`src/rtl/dot_engine_pkg.sv`:
```
// Shared types and helpers for the dot-product engine.
// Holds the FSM state encoding, saturation-mode constants and the result narrowing function.
package dot_engine_pkg;

    typedef enum logic [2:0] {
        ST_IDLE,
        ST_RD_A,
        ST_RD_B,
        ST_MAC,
        ST_WR,
        ST_DONE
    } state_t;

    localparam bit SAT_OFF = 1'b0;
    localparam bit SAT_ON  = 1'b1;

    // Narrow a full-width sum to data_w bits: clamp or drop the high bits.
    function automatic logic [63:0] sat_trunc(
        input logic [63:0] acc,
        input int unsigned data_w,
        input bit          sat
    );
        logic [63:0] max_v;
        max_v = (64'd1 << data_w) - 64'd1;
        if (sat == SAT_ON)
            return (acc > max_v) ? max_v : acc;
        return acc & max_v;
    endfunction

endpackage

```
`src/rtl/dot_product_engine_mac_acc.sv`:
```
// Full-width multiply-accumulate register for the dot-product engine.
// Ports: clk/rst, clr (zero acc), en (acc += a*b), a/b operands, acc and acc_next (acc + a*b).
module mac_acc #(
    parameter int DATA_W = 8,
    parameter int ACC_W  = 24
) (
    input  logic              clk,
    input  logic              rst,
    input  logic              clr,
    input  logic              en,
    input  logic [DATA_W-1:0] a,
    input  logic [DATA_W-1:0] b,
    output logic [ACC_W-1:0]  acc,
    output logic [ACC_W-1:0]  acc_next
);

    // Unsigned product, wraps modulo 2^ACC_W.
    assign acc_next = acc + ACC_W'(a) * ACC_W'(b);

    always_ff @(posedge clk or posedge rst) begin
        if (rst)
            acc <= '0;
        else if (clr)
            acc <= '0;
        else if (en)
            acc <= acc_next;
    end

endmodule

```
`src/rtl/dot_product_engine.sv`:
```
// Hardwired dot-product engine: reads A[k], B[k] over a req/ack DRAM port,
// accumulates sum A[k]*B[k] and writes the narrowed result to base_c.
// Ports: i_clk/i_rst, i_start + job config (bases, strides, len), DRAM
// port (o_dram_addr/read/write/out, i_dram_in/ack), o_busy, o_done, o_acc.
module dot_product_engine
    import dot_engine_pkg::*;
#(
    parameter int DATA_W = 8,
    parameter int ADDR_W = 16,
    parameter int LEN_W  = 8,
    parameter int ACC_W  = 24,
    parameter bit SAT    = 1'b1
) (
    input  logic              i_clk,
    input  logic              i_rst,
    input  logic              i_start,
    input  logic [ADDR_W-1:0] i_base_a,
    input  logic [ADDR_W-1:0] i_base_b,
    input  logic [ADDR_W-1:0] i_base_c,
    input  logic [ADDR_W-1:0] i_stride_a,
    input  logic [ADDR_W-1:0] i_stride_b,
    input  logic [LEN_W-1:0]  i_len,
    input  logic [DATA_W-1:0] i_dram_in,
    input  logic              i_dram_ack,
    output logic [ADDR_W-1:0] o_dram_addr,
    output logic              o_dram_read,
    output logic              o_dram_write,
    output logic [DATA_W-1:0] o_dram_out,
    output logic              o_busy,
    output logic              o_done,
    output logic [ACC_W-1:0]  o_acc
);

    state_t            state;
    logic [ADDR_W-1:0] ptr_a;
    logic [ADDR_W-1:0] ptr_b;
    logic [ADDR_W-1:0] stride_a;
    logic [ADDR_W-1:0] stride_b;
    logic [ADDR_W-1:0] base_c;
    logic [LEN_W-1:0]  len_r;
    logic [LEN_W-1:0]  k;
    logic [DATA_W-1:0] op_a;
    logic [DATA_W-1:0] op_b;
    logic [ACC_W-1:0]  acc_next;
    logic              acc_clr;
    logic              acc_en;
    logic              last;

    assign acc_clr = (state == ST_IDLE) && i_start;
    assign acc_en  = (state == ST_MAC);
    assign last    = (k == len_r - LEN_W'(1));

    mac_acc #(
        .DATA_W(DATA_W),
        .ACC_W (ACC_W)
    ) u_mac (
        .clk     (i_clk),
        .rst     (i_rst),
        .clr     (acc_clr),
        .en      (acc_en),
        .a       (op_a),
        .b       (op_b),
        .acc     (o_acc),
        .acc_next(acc_next)
    );

    // Outputs are registered: each transition loads the request
    // that the next state presents.
    always_ff @(posedge i_clk or posedge i_rst) begin
        if (i_rst) begin
            state        <= ST_IDLE;
            ptr_a        <= '0;
            ptr_b        <= '0;
            stride_a     <= '0;
            stride_b     <= '0;
            base_c       <= '0;
            len_r        <= '0;
            k            <= '0;
            op_a         <= '0;
            op_b         <= '0;
            o_dram_addr  <= '0;
            o_dram_read  <= 1'b0;
            o_dram_write <= 1'b0;
            o_dram_out   <= '0;
            o_busy       <= 1'b0;
            o_done       <= 1'b0;
        end else begin
            unique case (state)
                ST_IDLE: begin
                    if (i_start) begin
                        ptr_a    <= i_base_a;
                        ptr_b    <= i_base_b;
                        stride_a <= i_stride_a;
                        stride_b <= i_stride_b;
                        base_c   <= i_base_c;
                        len_r    <= i_len;
                        k        <= '0;
                        o_busy   <= 1'b1;
                        if (i_len == '0) begin
                            state        <= ST_WR;
                            o_dram_write <= 1'b1;
                            o_dram_addr  <= i_base_c;
                            o_dram_out   <= '0;
                        end else begin
                            state       <= ST_RD_A;
                            o_dram_read <= 1'b1;
                            o_dram_addr <= i_base_a;
                        end
                    end
                end
                ST_RD_A: begin
                    if (i_dram_ack) begin
                        op_a        <= i_dram_in;
                        o_dram_addr <= ptr_b;
                        state       <= ST_RD_B;
                    end
                end
                ST_RD_B: begin
                    if (i_dram_ack) begin
                        op_b        <= i_dram_in;
                        o_dram_read <= 1'b0;
                        o_dram_addr <= '0;
                        state       <= ST_MAC;
                    end
                end
                ST_MAC: begin
                    ptr_a <= ptr_a + stride_a;
                    ptr_b <= ptr_b + stride_b;
                    k     <= k + LEN_W'(1);
                    if (last) begin
                        state        <= ST_WR;
                        o_dram_write <= 1'b1;
                        o_dram_addr  <= base_c;
                        o_dram_out   <= DATA_W'(sat_trunc(
                            64'(acc_next), DATA_W, SAT));
                    end else begin
                        state       <= ST_RD_A;
                        o_dram_read <= 1'b1;
                        o_dram_addr <= ptr_a + stride_a;
                    end
                end
                ST_WR: begin
                    if (i_dram_ack) begin
                        o_dram_write <= 1'b0;
                        o_dram_addr  <= '0;
                        o_dram_out   <= '0;
                        o_done       <= 1'b1;
                        state        <= ST_DONE;
                    end
                end
                ST_DONE: begin
                    o_done <= 1'b0;
                    o_busy <= 1'b0;
                    state  <= ST_IDLE;
                end
                default: begin
                    state <= ST_IDLE;
                end
            endcase
        end
    end

endmodule
```
`config.mk`:
```
export PLATFORM = sky130hd
export DESIGN_NAME = dot_product_engine
export DESIGN_NICKNAME = d
export VERILOG_FILES = /design/src/rtl/dot_engine_pkg.sv /design/src/rtl/dot_product_engine_mac_acc.sv /design/src/rtl/dot_product_engine.sv
export SDC_FILE = /design/constraint.sdc
export NUM_CORES = 1
export LEC_CHECK = 0
export ABC_AREA = 0
export CAP_MARGIN = 25
export CORE_MARGIN = 1
export CORE_UTILIZATION = 55
export DETAILED_ROUTE_END_ITERATION = 12
export PLACE_DENSITY = 0.8
export SLEW_MARGIN = 40
export SYNTH_ARGS = -nofsm -noshare
export SYNTH_HDL_FRONTEND = slang
export SYNTH_SLANG_ARGS = --single-unit
export TNS_END_PERCENT = 30
```
`constraint.sdc`:
```
create_clock -name i_clk -period 9.4 [get_ports i_clk]
set_clock_uncertainty 0.15 [all_clocks]
set_input_delay 1.88 -clock i_clk [delete_from_list [all_inputs] [get_ports i_clk]]
set_output_delay 1.88 -clock i_clk [all_outputs]
set_load 0.005 [all_outputs]
```
==> impl_results.md <==
- Max stage delay cell, worst path: fa_1
- # resized after CTS: 0
- DR vias/cell: 5.852
- Syn. warnings: 0
- Sequential element share of the synthesized area: 36.19%
- Status: finished clean
- CTS tree: yes
- Remaining Overflow, GRT: 0
- Post-route DRC: 0
- Tmin final: 5.841 ns
- # setup viols final: 0
- CP max FO: 9
- TNS Setup: 0 ns
- Fmax: 171.2 MHz
- WS Path Type: register to register
- Drt pass-1 iters: 6
- Post-Synth XOR/XNOR Area: 3.944%
- Hold violation total from the final report: 0
- Post-synthesis simple-gate area fraction: 17.38%
- Post-synth EDFFs: 0
- Primary FF master, synth: dfrtp_1
- Placer Congestion: 0.9098
- Postcts setup bufs: 0
- Pin count of the biggest net entering global routing: 108
- Busiest grt layer: met2
- Total length of routed wires: 31030 um
- CTS Buffer Depth: 2
- Layout area overhead: 21.38%
- Most frequent cell on the critical path: fa_1
- Vias: 9890
- Mapped cell area: 11550 um2
- Die X: 146.9 um
- Fin crit share: 62.14%
- Worst hold margin: 0.3250 ns
- Fin nets: 1631
- DP Wirelength: 22140 um
- Vias in the first global route: 10.04k
- Worst Hold Class: register to register
- Met2 usage: 49.64%
- Adder-cell share of the synthesized area: 16.92%
- RSZ-0062 raised after global routing: false
- Initial core utilization: 56.52%
- Number of hold buffers added after CTS: 0
- Post-synthesis cell count: 1277
- Grt met3 use: 4.969%
- Total GRT Usage: 30.16%
- Die area: 21580 um2
- Met1 usage: 38.76%
- Clock Pin Slew Worst Setup and Hold Paths: 0.07 ns
- Final Slew Violations: 0
- Post-synthesis mux area share: 4.204%
- Starting DRT DRC Count: 730
- Core area: 20430 um2
- H-tree levels: 4
- Total CTS buffers: 17
- Chip height: 146.9 um
- # port buffers: 151
- Root buffer cell: clkbuf_16
- Top-Level Pins: 152
- CP Launch Type: register
- Largest family of logic cells by synthesized area: simple AND/OR/NAND/NOR gates
- CP max stage delay: 0.58 ns
- Synth cell types: 72
- Max-Cap Viols: 0
- Initial antenna violation count: 1
- # clock sinks: 167
- WP data arrival: 5.99 ns
- Crit end category: register
- Mean routed wirelength per cell: 18.36 um
- Layout cells sized above 1: 6.695%
- Worst slew pin tran: 0.8836 ns
- Global-route wire length before repair: 50870 um
- Mapped Nets: 1502
- Synth Area per Inst: 9.043 um2
- Remaining antenna violation count: 0
- Skew-Pair Late Insertion Delay: 0.43 ns
- Cell breakdown of the critical path: and2_1 -> fa_1 -> fa_1 -> fa_1 -> inv_1 -> fa_1 -> inv_1 -> ha_1 -> a21o_1 -> or3_1 -> o211ai_2 -> a311o_1 -> a21o_1 -> mux2i_1 -> nand4_2 -> nor4_1 -> o21ai_0
- Compound-Gate Fraction of Synth Area: 15.82%
- Util after Layout: 68.61%
- Asr flop ratio synth: 100.0%
- Rel. slew slack: 40.95%
- Post-synthesis register bit count: 167
- Standard-cell rows: 52
- WP data required: 9.55 ns
metal layers:
layer  wire (um)  up-vias
li1            -     4616
met5           0        -
met3        1811       76
met1       12970     4819
met4        1422        0
met2       14830      379
flip-flops by register name, indices dropped and copies added, names as in the netlist:
| register | count |
|---|---|
| op_b | 8 |
| o_dram_out | 8 |
| stride_a | 16 |
| stride_b | 16 |
| k | 8 |
| u_mac.acc | 24 |
| len_r | 8 |
| base_c | 16 |
| op_a | 8 |
| o_busy | 1 |
| ptr_a | 16 |
| o_dram_write | 1 |
| o_done | 1 |
| o_dram_addr | 16 |
| ptr_b | 16 |
| state | 3 |
| o_dram_read | 1 |
critical path: cells and delay by family, from the launching register on:
family                   cells  cell delay, ns
flip-flops                   1            0.48
adder cells (fa/ha/maj)      5            2.49
buffers and inverters        2            0.11
multiplexers                 1            0.30
AND/OR/NAND/NOR              4            1.14
AO/OA/AOI/OAI                5            1.03
worst paths after layout:
kind / endpoint / depth (start not counted) / slack (ns) / from
setup / recovery: o_dram_out[3] / 17 / 3.56 / op_a[1]
hold / removal: base_c[2] / 2 / 0.32 / base_c[2]
setup reg to reg: o_dram_out[3] / 17 / 3.56 / op_a[1]
hold reg to reg: base_c[2] / 2 / 0.32 / base_c[2]
max in group asynchronous: stride_a[15] / 3 / 6.64 / i_rst
min in group asynchronous: k[0] / 2 / 1.65 / i_rst
cell usage after synthesis (all sizes together) (9+ instances only):
cell type  count  area (um2)
nand2        260       975.9
dfrtp        167        4179
inv          118       442.9
o21ai         82       414.2
ha            73       913.4
a21oi         58       290.3
nor2          53       201.5
fa            52        1041
clkbuf        44       165.2
and2          38       237.7
xnor2         32       280.3
mux2          30       345.3
a22oi         28       210.2
xor2          20       175.2
a21o          19       142.6
nand3         18       90.09
mux2i         14       140.1
nand2b        11       68.82
nor4          11       68.82
a22o          10       87.58
nor3          10       55.05
a31oi          9       56.30
logic make-up (layout without fill, tap and decap cells):
| family | after synthesis | in the layout |
|---|---|---|
| AOI/OAI and AO/OA | 279 | 279 |
| xor gates and xnor gates | 52 | 52 |
| adders and majority gates | 125 | 125 |
| buffers and inverters | 168 | 310 |
| DFF | 167 | 167 |
| muxes | 44 | 44 |
| other | 0 | 1 |
| and+or+nand+nor | 442 | 442 |
final cells by class:
type	instances	area, um2
Fill cell	1602	6414
Clock inverter	15	214.0
Timing Repair Buffer	160	1634
Antenna cell	1	2.502
Sequential cell	167	4179
Tap cell	270	337.8
Multi-Input combinational cell	942	6773
Clock buffer	17	425.4
Inverter	118	450.4
stage by stage:
stage               setup WS, ns  std cells  instance area (um2)
floorplan                  2.852       1277                11550
global placement           3.804       1654                13270
detailed placement         3.728       1656                13330
CTS                        3.624       1688                13970
global route               3.233       1689                14010
finish                     3.559       1690                14020
cell usage in the layout (no fill, tap or decap), types with 7 or more instances in the layout:
cell type	count
dfrtp_1	167
a21oi_1	58
nor3_1	9
clkdlybuf4s50_1	151
a22o_1	10
nor4_1	11
fa_1	52
and2_1	38
clkbuf_16	17
xnor2_1	31
mux2i_1	14
ha_1	73
and3_1	7
a21o_1	19
o21a_1	8
nor2_1	50
nand3_1	18
nand2_1	260
o21ai_0	75
o22ai_1	7
mux2_2	27
xor2_1	19
inv_1	117
a22oi_1	28
nand2b_1	11
a31oi_1	9
Power is left out: the tool's default activity adds up to more than one toggle a clock period on the data nets, which glitch-free logic cannot reach.
